--- src/rtl/ram_block_engine.sv ---
// Block copy/fill engine driving the secondary port of ram_unit.
// Next-cycle outputs are computed from the next state and registered, so no input reaches the memory pins combinationally.
module ram_block_engine #(
    parameter int A = 8,
    parameter int D = 8
) (
    input  logic         clk,
    input  logic         rst,
    input  logic         start,
    input  logic         mode,
    input  logic [A-1:0] src,
    input  logic [A-1:0] dst,
    input  logic [A:0]   len,
    input  logic [D-1:0] fill_value,
    output logic         busy,
    output logic         done,
    output logic [A-1:0] mem_address,
    output logic [D-1:0] mem_wdata,
    input  logic [D-1:0] mem_rdata,
    output logic         mem_ce,
    output logic         mem_we
);

    typedef enum logic [2:0] {
        IDLE  = 3'd0,
        READ  = 3'd1,
        WRITE = 3'd2,
        FILL  = 3'd3,
        DONE  = 3'd4
    } state_t;

    state_t       state_r, nxt_state_s;
    logic [A:0]   idx_r, nxt_idx_s;
    logic [A-1:0] src_r, nxt_src_s;
    logic [A-1:0] dst_r, nxt_dst_s;
    logic [A:0]   len_r, nxt_len_s;
    logic [D-1:0] fill_r, nxt_fill_s;
    logic [D-1:0] hold_r, nxt_hold_s;
    logic         last_s;

    logic         nxt_busy_s, nxt_done_s, nxt_ce_s, nxt_we_s;
    logic [A-1:0] nxt_addr_s;
    logic [D-1:0] nxt_wdata_s;

    assign last_s = ((idx_r + {{A{1'b0}}, 1'b1}) == len_r);

    // Next-state and command-register update
    always_comb begin
        nxt_state_s = state_r;
        nxt_idx_s   = idx_r;
        nxt_src_s   = src_r;
        nxt_dst_s   = dst_r;
        nxt_len_s   = len_r;
        nxt_fill_s  = fill_r;
        nxt_hold_s  = hold_r;
        case (state_r)
            IDLE: begin
                if (start) begin
                    nxt_src_s  = src;
                    nxt_dst_s  = dst;
                    nxt_len_s  = len;
                    nxt_fill_s = fill_value;
                    nxt_idx_s  = {(A+1){1'b0}};
                    if (len == {(A+1){1'b0}}) begin
                        nxt_state_s = DONE;
                    end else if (mode) begin
                        nxt_state_s = FILL;
                    end else begin
                        nxt_state_s = READ;
                    end
                end else begin
                    nxt_state_s = IDLE;
                end
            end
            READ: begin
                nxt_hold_s  = mem_rdata;
                nxt_state_s = WRITE;
            end
            WRITE: begin
                nxt_idx_s = idx_r + {{A{1'b0}}, 1'b1};
                if (last_s) begin
                    nxt_state_s = DONE;
                end else begin
                    nxt_state_s = READ;
                end
            end
            FILL: begin
                nxt_idx_s = idx_r + {{A{1'b0}}, 1'b1};
                if (last_s) begin
                    nxt_state_s = DONE;
                end else begin
                    nxt_state_s = FILL;
                end
            end
            DONE: begin
                nxt_state_s = IDLE;
            end
            default: begin
                nxt_state_s = IDLE;
            end
        endcase
    end

    // Decode of the upcoming state into the memory-port values it must present
    always_comb begin
        nxt_busy_s  = 1'b0;
        nxt_done_s  = 1'b0;
        nxt_ce_s    = 1'b0;
        nxt_we_s    = 1'b0;
        nxt_addr_s  = {A{1'b0}};
        nxt_wdata_s = {D{1'b0}};
        case (nxt_state_s)
            READ: begin
                nxt_busy_s = 1'b1;
                nxt_ce_s   = 1'b1;
                nxt_addr_s = nxt_src_s + nxt_idx_s[A-1:0];
            end
            WRITE: begin
                nxt_busy_s  = 1'b1;
                nxt_ce_s    = 1'b1;
                nxt_we_s    = 1'b1;
                nxt_addr_s  = nxt_dst_s + nxt_idx_s[A-1:0];
                nxt_wdata_s = nxt_hold_s;
            end
            FILL: begin
                nxt_busy_s  = 1'b1;
                nxt_ce_s    = 1'b1;
                nxt_we_s    = 1'b1;
                nxt_addr_s  = nxt_dst_s + nxt_idx_s[A-1:0];
                nxt_wdata_s = nxt_fill_s;
            end
            DONE: begin
                nxt_done_s = 1'b1;
            end
            default: begin
                nxt_busy_s = 1'b0;
            end
        endcase
    end

    // State, command and hold registers
    always_ff @(posedge clk or posedge rst) begin
        if (rst) begin
            state_r <= IDLE;
            idx_r   <= {(A+1){1'b0}};
            src_r   <= {A{1'b0}};
            dst_r   <= {A{1'b0}};
            len_r   <= {(A+1){1'b0}};
            fill_r  <= {D{1'b0}};
            hold_r  <= {D{1'b0}};
        end else begin
            state_r <= nxt_state_s;
            idx_r   <= nxt_idx_s;
            src_r   <= nxt_src_s;
            dst_r   <= nxt_dst_s;
            len_r   <= nxt_len_s;
            fill_r  <= nxt_fill_s;
            hold_r  <= nxt_hold_s;
        end
    end

    // Registered outputs; reset clears them without a clock edge
    always_ff @(posedge clk or posedge rst) begin
        if (rst) begin
            busy        <= 1'b0;
            done        <= 1'b0;
            mem_ce      <= 1'b0;
            mem_we      <= 1'b0;
            mem_address <= {A{1'b0}};
            mem_wdata   <= {D{1'b0}};
        end else begin
            busy        <= nxt_busy_s;
            done        <= nxt_done_s;
            mem_ce      <= nxt_ce_s;
            mem_we      <= nxt_we_s;
            mem_address <= nxt_addr_s;
            mem_wdata   <= nxt_wdata_s;
        end
    end

endmodule

--- config.mk ---
export PLATFORM = sky130hd
export DESIGN_NAME = ram_block_engine
export DESIGN_NICKNAME = d
export VERILOG_FILES = /design/src/rtl/ram_block_engine.sv
export SDC_FILE = /design/constraint.sdc
export NUM_CORES = 1
export LEC_CHECK = 0
export CORE_MARGIN = 5
export CORE_UTILIZATION = 51
export DETAILED_ROUTE_END_ITERATION = 10
export PLACE_DENSITY = 0.82
export SLEW_MARGIN = 40
export SYNTH_ARGS = -nofsm -noshare
export SYNTH_HDL_FRONTEND = slang
export SYNTH_SLANG_ARGS = --single-unit
--- constraint.sdc ---
create_clock -name clk -period 5.3 [get_ports clk]
set_input_delay 0.53 -clock clk [delete_from_list [all_inputs] [get_ports clk]]
set_output_delay 0.53 -clock clk [all_outputs]
set_load 0.005 [all_outputs]
Yosys cells after proc, flatten, opt, wreduce, memory -nomap -nowiden
Cells that the tools add are included.
W data, S select, Z words.
{"block": "word_totals", "ff_bits": 72, "inputBits": 45, "out_inout_bits": 20, "word_cells": 53}
{"block": "classes", "add_sub_neg": 3, "eq_ne": 9, "n_mux": 20, "reduce_logical": 8}
{"cell": "$mux W8", "n": 7}
{"cell": "$pmux W8 S2", "n": 2}
{"cell": "$pmux W9 S2", "n": 1}
{"cell": "$add A8 B8 Y8", "n": 2}
{"cell": "$eq A3 B2 Y1 const B", "n": 4}
{"cell": "$mux W3", "n": 4}
{"cell": "$pmux W3 S4", "n": 1}
{"cell": "$add A9 B1 Y9 const B", "n": 1}
{"cell": "$eq A9 B9 Y1", "n": 1}
{"cell": "$logic_not A9 Y1", "n": 1}
{"cell": "$mux W9", "n": 1}
{"cell": "$eq A3 B1 Y1 const B", "n": 2}
{"cell": "$reduce_and A2 Y1", "n": 2}
{"cell": "$reduce_or A2 Y1", "n": 2}
{"cell": "$eq A3 B3 Y1 const B", "n": 1}
{"cell": "$logic_not A3 Y1", "n": 1}
{"cell": "$mux W1", "n": 3}
{"cell": "$reduce_or A3 Y1", "n": 1}
{"cell": "$mux W2", "n": 1}
{"cell": "$ne A2 B2 Y1 const B", "n": 1}
{"cell": "$reduce_bool A2 Y1", "n": 1}

Logic depth before layout (Yosys ltp)
{"block": "logic_depth", "ltp_word": 7, "depth_mapped": 16, "mapped_depth_nobuf": 15}

Worst setup path after synthesis
Ideal clock, no wire load.
{"block": "synth_path", "path_kind": "reg2reg", "start": "register idx_r[0]", "end": "register mem_address[7]", "setup_ns": 0.121, "arrival_time_ns": 3.663, "required_ns": 5.179, "path_slack_ns": 1.516, "stages_incl_launch_ff": 17, "path_buffers": 1, "period_less_slack_ns": 3.784, "cell_sequence": "dfrtp_1 > ha_1 > xor2_1 > a211oi_1 > o311a_1 > o211ai_1 > o31ai_2 > buf_6 > mux2_2 > ha_1 > a21oi_1 > nor2_1 > o31ai_1 > xor2_2 > xnor2_1 > and2_1 > a22o_1"}
{"block": "synth_between", "elab_chain_cells": 7, "elab_cells_between_ends": 14, "cone_classes": "add/sub (3); eq/ne (4); mux (6); reduce/logical (1)"}
{"element": "from (decl)", "line_no": "33", "source": "logic [A:0] idx_r, nxt_idx_s;"}
{"element": "from (signal assigned)", "line_no": "145", "source": "idx_r <= {(A+1){1'b0}};"}
{"element": "from (signal assigned)", "line_no": "153", "source": "idx_r <= nxt_idx_s;"}
{"element": "$add A9 B1 Y9", "line_no": "45, 80, 88"}
{"element": "$eq A9 B9 Y1", "line_no": "45", "source": "assign last_s = ((idx_r + {{A{1'b0}}, 1'b1}) == len_r);"}
{"element": "$mux W3 (on tied branches)", "line_no": "89, 81"}
{"element": "$pmux W3 S4", "line_no": "56", "source": "case (state_r)"}
{"element": "$eq A3 B2 Y1", "line_no": "112", "source": "case (nxt_state_s)"}
{"element": "$reduce_or A2 Y1 (no source line)"}
{"element": "$pmux W8 S2 (*)", "line_no": "112"}
{"element": "named net nxt_addr_s[7]", "line_no": "42", "source": "logic [A-1:0] nxt_addr_s;"}
{"element": "to (signal assigned)", "line_no": "169", "source": "mem_address <= {A{1'b0}};"}
{"element": "to (signal assigned)", "line_no": "176", "source": "mem_address <= nxt_addr_s;"}
{"element": "to (decl)", "line_no": "17", "source": "output logic [A-1:0] mem_address,"}
The timed path passes the listed nets; every way through them passes the cells marked *. The select of a mux whose other input is x is not followed.
A chain may end at the register's enable or synchronous reset.

Final worst setup path
Same ends and word-level chain as after synthesis.

==> results.sh <==
export IMPL_end_kind="flip-flop"
export IMPL_start_util_pct=51.8
export IMPL_gp_congestion=0.865
export IMPL_clk_latency_ns=0.34
export IMPL_yosys_area_top_type="dfrtp_1"
export IMPL_syn_nets=407
export IMPL_antenna_found_initial=0
export IMPL_cts_tree="done"
export IMPL_synth_top_cells_by_area="dfrtp_1 (49%), nand2_1 (12%), ha_1 (3.1%)"
export IMPL_synth_edf_count=0
export IMPL_dp_cells=480
export IMPL_io_buffers=64
export IMPL_grt_total_usage_pct=19.3
export IMPL_cts_clk_slew_worst_paths_ns=0.06
export IMPL_root_buffer="clkbuf_8"
export IMPL_synth_top_area_share_pct=49.2
export IMPL_cts_hold_buffers=0
export IMPL_peakVddDrop_uv=333
export IMPL_grt_start_max_net_pins=65
export IMPL_worstHoldStart="dst_r[3]"
export IMPL_cp_data_required_time_ns=5.52
export IMPL_die_h_microns=89.9
export IMPL_worstPathArrival_ns=4.47
export IMPL_cp_max_fo=11
export IMPL_slew_viol_final=0
export IMPL_core_area_sq_um=6280
export IMPL_rsz0062_at_grt="false"
export IMPL_cts_buffers=9
export IMPL_ys_ff_latch=64
export IMPL_max_cap_violations=0
export IMPL_synth_top_cells_by_count="nand2_1 (107), dfrtp_1 (64), nor2_1 (17)"
export IMPL_start_kind="flip-flop"
export IMPL_max_freq_mhz=236
export IMPL_finalHoldViolations=0
export IMPL_die_area_sq_um=8080
export IMPL_cts_buffer_depth=2
export IMPL_grt_pass1_vias=2657
export IMPL_h_tree_depth=3
export IMPL_async_flop_share_pct=100
export IMPL_ys_flop_type="dfrtp_1"
export IMPL_grt_pass1_wl_microns=12800
export IMPL_grt_overflow=0
export IMPL_synth_warnings=0
export IMPL_min_path_type="reg2reg"
export IMPL_cts_setup_buffers=0
export IMPL_drtAntennaViolNets=0
export IMPL_min_period_ns=4.24
export IMPL_skew_ns=0.00763
export IMPL_drtPass1Iterations=4
export IMPL_via_per_inst=5.23
export IMPL_post_cts_resized=0
export IMPL_critPathLaunch="idx_r[0]"
export IMPL_tightest_slew_ns=0.587
export IMPL_fillCellCount=523
export IMPL_drc_errors=0
export IMPL_n_antenna_cell=0
export IMPL_final_setup_tns_ns=0
export IMPL_post_route_period_util_pct=80.1
export IMPL_ys_types=57
export IMPL_vias=2591
export IMPL_drtIter0Drc=100
export IMPL_path_class="reg2reg"
export IMPL_dieWidth_microns=89.9
export IMPL_wl_per_cell_microns=15.0
export IMPL_dp_hpwl_microns=5470
export IMPL_areaGrowthSynthToFinish_pct=27.8
export IMPL_layout_cells_non_filler=495
export IMPL_synth_cells=353
export IMPL_p_leak_nw=1.93
export IMPL_setup_viol=0
export IMPL_yosysSeqAreaShare_pct=49.2
export IMPL_placementRows=29
export IMPL_relSlewSlack_pct=60.6
export IMPL_outcome="finished, final reports clean"
export IMPL_synth_most_common_cell="nand2_1"
export IMPL_cts_sinks=64
export IMPL_io_pins=65
export IMPL_wl_microns=7440
export IMPL_worstReg2RegStart="idx_r[0]"
export IMPL_drive_above_1_share_pct=8.61
export IMPL_pwr_density_cell_nw_per_um2=574
export IMPL_nNetsFinal=468
export IMPL_synth_area_sq_um=3250
export IMPL_postSynthAreaPerCell_sq_um=9.22
-- logic make-up (layout without fill, tap and decap cells) --
logic type	Yosys count	count (layout)	share of synthesized area, %
xor+xnor	15	15	4.27
mux	7	7	2.42
flops	64	64	49.2
buf+inv	31	96	4.04
compound gates	49	49	10.8
simple gates	178	178	25.6
fa+ha+maj	9	9	3.69
-- sequential cells by signal (all words and copies together) (netlist names) --
signal	count
mem_we	1
state_r	3
dst_r	8
src_r	8
mem_wdata	8
len_r	9
idx_r	9
mem_address	8
fill_r	8
done	1
mem_ce	1
-- critical path, cell delays in order, from the launching register on --
cell and delay [ns]:
dfrtp_1 0.48, ha_1 0.31, and3_1 0.27, nand3_1 0.11, xor2_1 0.20, o211ai_1 0.18, o31ai_4 0.52, mux2_2 0.41
ha_1 0.23, or3_1 0.38, o31ai_1 0.36, xor2_2 0.22, xnor2_1 0.09, and2_1 0.15, a22o_1 0.22
-- power breakdown --
part / switching (mW) / internal, mW
combinational: 0.578 / 0.545
clock: 0.179 / 0.253
sequential: 0.129 / 0.705
-- final cells by class --
type	count	area [sq um]	area share, %
clock buffers	13	169	4.06
clock inverters	2	37.5	0.902
inverters	14	52.6	1.26
multi-input cells	258	1540	36.9
flip-flops and latches	64	1600	38.5
well taps	77	96.3	2.32
repair buffers	67	667	16.0
-- layout by cell type, fill, tap and decap left out, types with 5 or more instances in the layout --
cell,instances
nand2_1,107
dfrtp_1,64
clkdlybuf4s50_1,64
nor2_1,17
o21ai_0,15
inv_1,13
clkbuf_8,12
xnor2_1,10
and2_1,10
nand3_1,9
ha_1,8
nor2b_1,7
mux2_2,7
nor3_1,5
a21o_1,5
-- through the flow --
step	area [sq um]	utilization (%)	hold slack, ns	total power [mW]	worst slack, ns
after floorplan	3250	-	0.436	1.60	1.52
after global placement	3940	62.8	0.454	1.92	0.974
after detailed placement	3940	62.8	0.455	1.96	0.842
after CTS	4150	66.1	0.473	2.41	0.856
after global routing	4160	66.3	0.504	2.60	0.694
final	4160	66.3	0.474	2.39	1.06
-- routing by layer --
| metal | global-route usage [%] | share of wire (%) |
|---|---|---|
| met3 | 5.01 | 6.1 |
| met5 | 0 | 0 |
| met2 | 31.1 | 47 |
| met1 | 24.9 | 45 |
| met4 | 7.69 | 1.7 |
-- worst paths after layout --
check,endpoint,slack (ns),depth (start not counted)
worst min register to register,dst_r[3],0.47,2
min in group asynchronous,dst_r[6],0.65,3
worst max register to register,mem_address[7],1.06,14
max in group asynchronous,mem_wdata[5],4.23,3
worst min-delay path,dst_r[3],0.47,2
worst max-delay path,mem_address[7],1.06,14
Note: power is estimated with default switching activity, not from simulation.
==> RTL change 1, RTL diff (same settings) <==
Register the output `mem_ce` once more; this adds one clock of latency there. The other outputs are not delayed to match.
--- a/src/rtl/ram_block_engine.sv
+++ b/src/rtl/ram_block_engine.sv
@@ -28,6 +28,8 @@
         FILL  = 3'd3,
         DONE  = 3'd4
     } state_t;
+
+    logic mem_ce_s0;
 
     state_t       state_r, nxt_state_s;
     logic [A:0]   idx_r, nxt_idx_s;
@@ -164,19 +166,23 @@
         if (rst) begin
             busy        <= 1'b0;
             done        <= 1'b0;
-            mem_ce      <= 1'b0;
+            mem_ce_s0   <= 1'b0;
             mem_we      <= 1'b0;
             mem_address <= {A{1'b0}};
             mem_wdata   <= {D{1'b0}};
         end else begin
             busy        <= nxt_busy_s;
             done        <= nxt_done_s;
-            mem_ce      <= nxt_ce_s;
+            mem_ce_s0   <= nxt_ce_s;
             mem_we      <= nxt_we_s;
             mem_address <= nxt_addr_s;
             mem_wdata   <= nxt_wdata_s;
         end
     end
 
+    always_ff @(posedge clk) begin
+        mem_ce <= mem_ce_s0;
+    end
+
 endmodule
 
Behaviour: not the same (a bounded check fails within 4 cycles, from zero or initial values and one cycle with rst high).
==> RTL change 1 against the unedited design <==
- non-clock buffer count did not move
- maximum frequency fell by 1.2%
- largest power group unchanged
- area after synthesis rose by 0.38%
- wire length rose by 1.6%
- worst setup slack got worse by 53 ps
- total power rose by 0.82%
- sequential share of layout area rose by 0.40 points
- final area rose by 0.21%
- utilization rose by 0.14 points
- global-route usage rose by 0.25 points
- final cell count rose by 0.20%
- sequential cell count rose by 1
- clock power fell by 2%
==> RTL change 1: results (changes against the unedited design) <==
set qor(run_status) {complete, no violations}
set qor(detailedPlacementHpwl_mm) 5.42 ;# -0.94%
set qor(grt_antenna_before_repair) 0 ;# unchanged
set qor(total_leakage_power_nw) 1.94 ;# +0.45%
set qor(post_synthesis_async_set_or_reset_flop_share_pct) 98.5 ;# -1.5 points
set qor(ctsHtreeMaxLevel) 3 ;# unchanged
set qor(ys_top_cells_by_area) {dfrtp_1 49%, nand2_1 12%, ha_1 3.1%}
set qor(worst_hold_stages) 0 ;# -2
set qor(grt.total_usage_pct) 19.6 ;# +0.25 points
set qor(final_layout_size_suffix_gt1_share_pct) 8.59 ;# -0.021 points
set qor(layout_top_registers) {idx_r: 9 flops, len_r: 9 flops}
set qor(ff2ff_path_depth) 15 ;# +1
set qor(post-place-ws_ps) 816 ;# -25.5 ps
set qor(worst_setup_hold_path_clk_slew_ps) 70
set qor(ir_drop_mv) 0.292 ;# -12%
set qor(synthFlopType) {dfrtp_1}
set qor(crit-reg2reg-capture) {mem_address[7]$_DFF_PP0_}
set qor(drt-wirelength-per-cell_um) 15.2 ;# +1.4%
set qor(gp_weighted_congestion) 0.873 ;# +0.91%
set qor(synth-adder-area-share_pct) 3.68 ;# -0.014 points
set qor(count_of_nets_after_finishing) 469 ;# +0.21%
set qor(setup.reg_to_reg.worst_slack_ps) 1000 ;# -50 ps
set qor(cts_root_buf) {clkbuf_8}
set qor(drtIter0Drc) 114 ;# +14%
set qor(holdCritPathClass) {flop to flop}
set qor(most_frequent_cells_after_synthesis) {107 x nand2_1, 64 x dfrtp_1, 17 x nor2_1}
set qor(cts-buffers-inserted) 9 ;# unchanged
set qor(grt_pass1_wl_mm) 12.9 ;# +0.80%
set qor(ys_seq_area_share_pct) 49.6 ;# +0.42 points
set qor(fill_cells) 512 ;# -2.1%
set qor(post_cts_setup_buffer_count) 0 ;# unchanged
set qor(detail_route.vias_per_cell) 5.28 ;# +0.88%
set qor(cp_data_arrival_time_ps) 4530 ;# +60 ps
set qor(hold_sp) {mem_ce_s0$_DFF_PP0_}
set qor(first_global_vias) 2720 ;# +2.4%
set qor(worst_clock_skew_ps) 8.23 ;# +0.601 ps
set qor(post_synth_xor_area_fraction_pct) 4.25 ;# -0.016 points
set qor(hold_slack_ps) 365 ;# -109 ps
set qor(synth.mux.area_fraction_pct) 2.41 ;# -0.0093 points
set qor(clk_latency_ps) 350
set qor(synth_compound_area_share_pct) 10.8 ;# -0.041 points
set qor(worst_slew_pin_slew_ps) 613 ;# +25.9 ps
set qor(synth.net_count) 407 ;# unchanged
set qor(rr_startpoint) {idx_r[0]$_DFF_PP0_}
set qor(holdPathEnd) {mem_ce$_DFF_P_}
## RTL change 1: cell types whose count changed in the layout (fill, tap and decap cells not counted), sizes merged
cell,before,now
clkinvlp,1,0
dfxtp,0,1
clkbuf,13,12
clkinv,0,2
## RTL change 1: how the worst max path moves through the flow
stage | start | to | slack [ps] | cells after the start
2_1_floorplan | idx_r[0]$_DFF_PP0_ | mem_address[7]$_DFF_PP0_ | 1520 | 16
6_report | idx_r[0]$_DFF_PP0_ | mem_address[7]$_DFF_PP0_ | 1000 | 15
4_1_cts | idx_r[0]$_DFF_PP0_ | mem_address[7]$_DFF_PP0_ | 800 | 15
3_3_place_gp | len[2] | mem_address[7]$_DFF_PP0_ | 1010 | 14
5_1_grt | idx_r[0]$_DFF_PP0_ | mem_address[7]$_DFF_PP0_ | 610 | 15
3_5_place_dp | idx_r[0]$_DFF_PP0_ | mem_address[7]$_DFF_PP0_ | 820 | 15
## RTL change 1: cell type report
| class | count | share of cell area [%] |
|---|---|---|
| multi-input combinational | 258 | 36.9 |
| clock buffer | 12 | 3.72 |
| sequential | 65 | 38.9 |
| tap | 77 | 2.31 |
| inverter | 14 | 1.26 |
| timing repair buffer | 67 | 16.0 |
| clock inverter | 3 | 0.960 |
## RTL change 1: metal layers
metal | part of all wire [%] | track usage [%] | vias up | wire length [µm]
met1 | 45 | 26.1 | 1215 | 3420
met2 | 46 | 29.6 | 83 | 3450
li1 | - | - | 1299 | -
met5 | 0 | 0 | - | 0
met3 | 6.1 | 4.51 | 22 | 464
met4 | 2.9 | 10.3 | 0 | 220
## RTL change 1: power breakdown
group	switching [mW]	internal (mW)
Combinational	0.597	0.548
Clock	0.184	0.239
Sequential	0.125	0.716
Total	0.907	1.50
## RTL change 1: cell families after synthesis
logic type                 count (synthesis)
buffers and inverters                     30
DFF                                       65
xor gates and xnor gates                  15
and+or+nand+nor                          178
AOI/OAI and AO/OA                         49
adders and majority gates                  9
muxes                                      7
## RTL change 1: critical path, stage by stage (launching register included)
cell and delay, ps:
dfrtp_1 470, ha_1 310, nand3_1 200, nor2_1 230
o311a_1 190, o211ai_1 170, o31ai_4 550, mux2_2 430
ha_1 280, a21oi_1 180, nor2_1 110, o31ai_1 400
xor2_2 210, xnor2_1 80, and2_1 150, a22o_1 220
## RTL change 1: metrics by stage
step	power (mW)	cells	instance area (µm²)
finish	2.41	496	4170
global route	2.62	496	4170
CTS	2.41	496	4160
detailed placement	1.98	481	3960
global placement	1.93	481	3960
floorplan	1.61	353	3270
==> RTL change 2, RTL diff (same settings) <==
Made on the original files. The parameter `D` goes from 8 to 4.
--- a/src/rtl/ram_block_engine.sv
+++ b/src/rtl/ram_block_engine.sv
@@ -2,7 +2,7 @@
 // Next-cycle outputs are computed from the next state and registered, so no input reaches the memory pins combinationally.
 module ram_block_engine #(
     parameter int A = 8,
-    parameter int D = 8
+    parameter int D = 4
 ) (
     input  logic         clk,
     input  logic         rst,
Interface: changed (resized fill_value, mem_rdata and mem_wdata); port bits go from 65 to 53. The function was not compared with the original's and may differ.
==> RTL change 2 against the unedited design <==
- area after synthesis fell by 9.0%
- maximum frequency fell by 8.1%
- sequential power fell by 12%
- hold slack improved by 12 ps
- global-route usage fell by 0.69 points
- wire length fell by 11%
- worst setup slack got worse by 380 ps
- critical path depth rose by 1
- final area fell by 12%
- die area fell by 8.0%
- sequential cell count fell by 8
- total power fell by 11%
- critical endpoint unchanged
- largest cell class is now multi-input combinational cells
==> RTL change 2: results (changes against the unedited design) <==
set qor(gp_weighted_congestion) 0.874 ;# +1.1%
set qor(critical_path.max_fanout) 10 ;# -1
set qor(drtIter0Drc) 110 ;# +10%
set qor(count_of_nets_after_finishing) 408 ;# -13%
set qor(ys_top_cells_by_area) {dfrtp_1 47%, nand2_1 12%, mux2_4 3.5%}
set qor(detail_route.vias_per_cell) 5.38 ;# +2.8%
set qor(grt_start_max_net_pins) 57 ;# -12%
set qor(synthFlopType) {dfrtp_1}
set qor(drt-pass1-iter-count) 4 ;# unchanged
set qor(detailedPlacementHpwl_mm) 4.86 ;# -11%
set qor(post_synthesis_async_set_or_reset_flop_share_pct) 100 ;# unchanged
set qor(post_cts_setup_buffer_count) 0 ;# unchanged
set qor(synth.net_count) 361 ;# -11%
set qor(worst_clock_skew_ps) 10.2 ;# +2.54 ps
set qor(first_global_vias) 2370 ;# -11%
set qor(total_leakage_power_nw) 1.67 ;# -14%
set qor(ctsHtreeMaxLevel) 2 ;# -1
set qor(synthCells) 315 ;# -11%
set qor(dr_total_vias) 2341 ;# -9.6%
set qor(cp_slowest_stage_delay_ps) 520 ;# about the same
set qor(most_frequent_cells_after_synthesis) {97 x nand2_1, 56 x dfrtp_1, 15 x nor2_1, 15 x o21ai_0, 11 x xnor2_1}
set qor(grt.total_usage_pct) 18.6 ;# -0.69 points
set qor(synth_enable_flop_cells) 0 ;# unchanged
set qor(grt_pass1_wl_mm) 10.9 ;# -15%
set qor(placed_cells) 427 ;# -11%
set qor(yosys.cell_types.count) 54 ;# -5.3%
set qor(netSwitchingFraction_pct) 37.8 ;# +0.71 points
set qor(cp_data_arrival_time_ps) 4820 ;# +350 ps
set qor(buffer_ports.inserted) 52 ;# -19%
set qor(run_status) {complete, no violations}
set qor(max_slew_headroom_pct) 47.0 ;# -14 points
set qor(insertedDiodeCount) 0 ;# unchanged
set qor(worst_setup_hold_path_clk_slew_ps) 100 ;# +40 ps
set qor(ir_drop_mv) 0.317 ;# -4.8%
set qor(cts_root_buf) {clkbuf_8}
set qor(post_cts_resize_count) 0 ;# unchanged
set qor(layout_top_registers) {idx_r: 9 flops, len_r: 9 flops}
set qor(crit_slowest_cell) {dfrtp_1}
set qor(post-place-ws_ps) 811 ;# -31.0 ps
set qor(yosys_warnings) 0 ;# unchanged
set qor(grt_antenna_before_repair) 0 ;# unchanged
set qor(cts_max_path_buffers) 2 ;# unchanged
set qor(clk_latency_ps) 320 ;# -20 ps
set qor(cts-buffers-inserted) 5 ;# -4
set qor(ys_seq_area_share_pct) 47.3 ;# -1.9 points
set qor(holdCritPathClass) {flop to flop}
set qor(final_layout_size_suffix_gt1_share_pct) 8.54 ;# -0.072 points
set qor(worst_path_dominant_cell_family) {compound AO/OA/AOI/OAI gates}
set qor(postRouteWirelength_mm) 6.61 ;# -11%
-- RTL change 2: changes by cell type after synthesis, moves of 3 or more --
cell      change
a21o_1        -3
a21oi_1       +4
a32o_1        +4
and2_1       -10
buf_4         +3
dfrtp_1       -8
inv_1         -9
mux2_2        -7
mux2_4        +7
nand2_1      -10
nand2b_1      +3
nor2b_1       -4
nor3_1        -3
xor2_1        +4
-- RTL change 2: final timing paths --
check	startpoint	end	cells past startpoint	slack (ps)
min reg2reg	fill_r[0]$_DFF_PP0_	fill_r[0]$_DFF_PP0_	2	490
min	fill_r[0]$_DFF_PP0_	fill_r[0]$_DFF_PP0_	2	490
max in group asynchronous	rst	len_r[1]$_DFFE_PP0P_	3	4150
max reg2reg	idx_r[0]$_DFF_PP0_	mem_address[7]$_DFF_PP0_	15	680
min in group asynchronous	rst	mem_we$_DFF_PP0_	3	700
max	idx_r[0]$_DFF_PP0_	mem_address[7]$_DFF_PP0_	15	680
-- RTL change 2: area by class of cell --
cell class	count	area [µm²]
Inverter	7	26.3
Tap cell	72	90.1
Clock inverter	3	68.8
Timing Repair Buffer	57	558
Multi-Input combinational cell	235	1450
Fill cell	461	1910
Sequential cell	56	1400
Clock buffer	5	68.8
-- RTL change 2: worst min-delay path: stages (launching register included) --
cell	delay [ps]
dfrtp_1	340
nand2_1	50
nand2_1	70
-- RTL change 2: per-stage QoR --
stage | cell area (µm²) | util, % | power [mW]
after floorplan | 2960 | - | 1.49
after global placement | 3520 | 63.2 | 1.76
after detailed placement | 3520 | 63.2 | 1.80
after CTS | 3660 | 65.7 | 2.14
after global routing | 3660 | 65.7 | 2.29
final | 3660 | 65.7 | 2.13
-- RTL change 2: layer usage --
metal | GRT usage, % | wire length [µm] | up-vias
met1 | 23.3 | 2800 | 1092
met2 | 31.4 | 3240 | 71
li1 | - | - | 1160
met5 | 0 | 0 | -
met4 | 7.51 | 184 | 0
met3 | 4.09 | 393 | 18
-- RTL change 2: cells by family after synthesis --
family	count (synthesis)	share of synthesized area, %
AND/OR/NAND/NOR	149	22.6
flip-flops	56	47.3
AO/OA/AOI/OAI	50	12.4
buffers and inverters	24	4.10
XOR/XNOR	19	5.62
adder cells (fa/ha/maj)	9	4.05
multiplexers	8	3.89
-- RTL change 2: power groups by stage --
stage	clock, mW	sequential [mW]	combinational (mW)
after CTS	0.339	0.731	1.07
after global routing	0.358	0.753	1.18
after floorplan	0	0.698	0.796
after detailed placement	0	0.739	1.06
final	0.334	0.732	1.07
after global placement	0	0.727	1.03
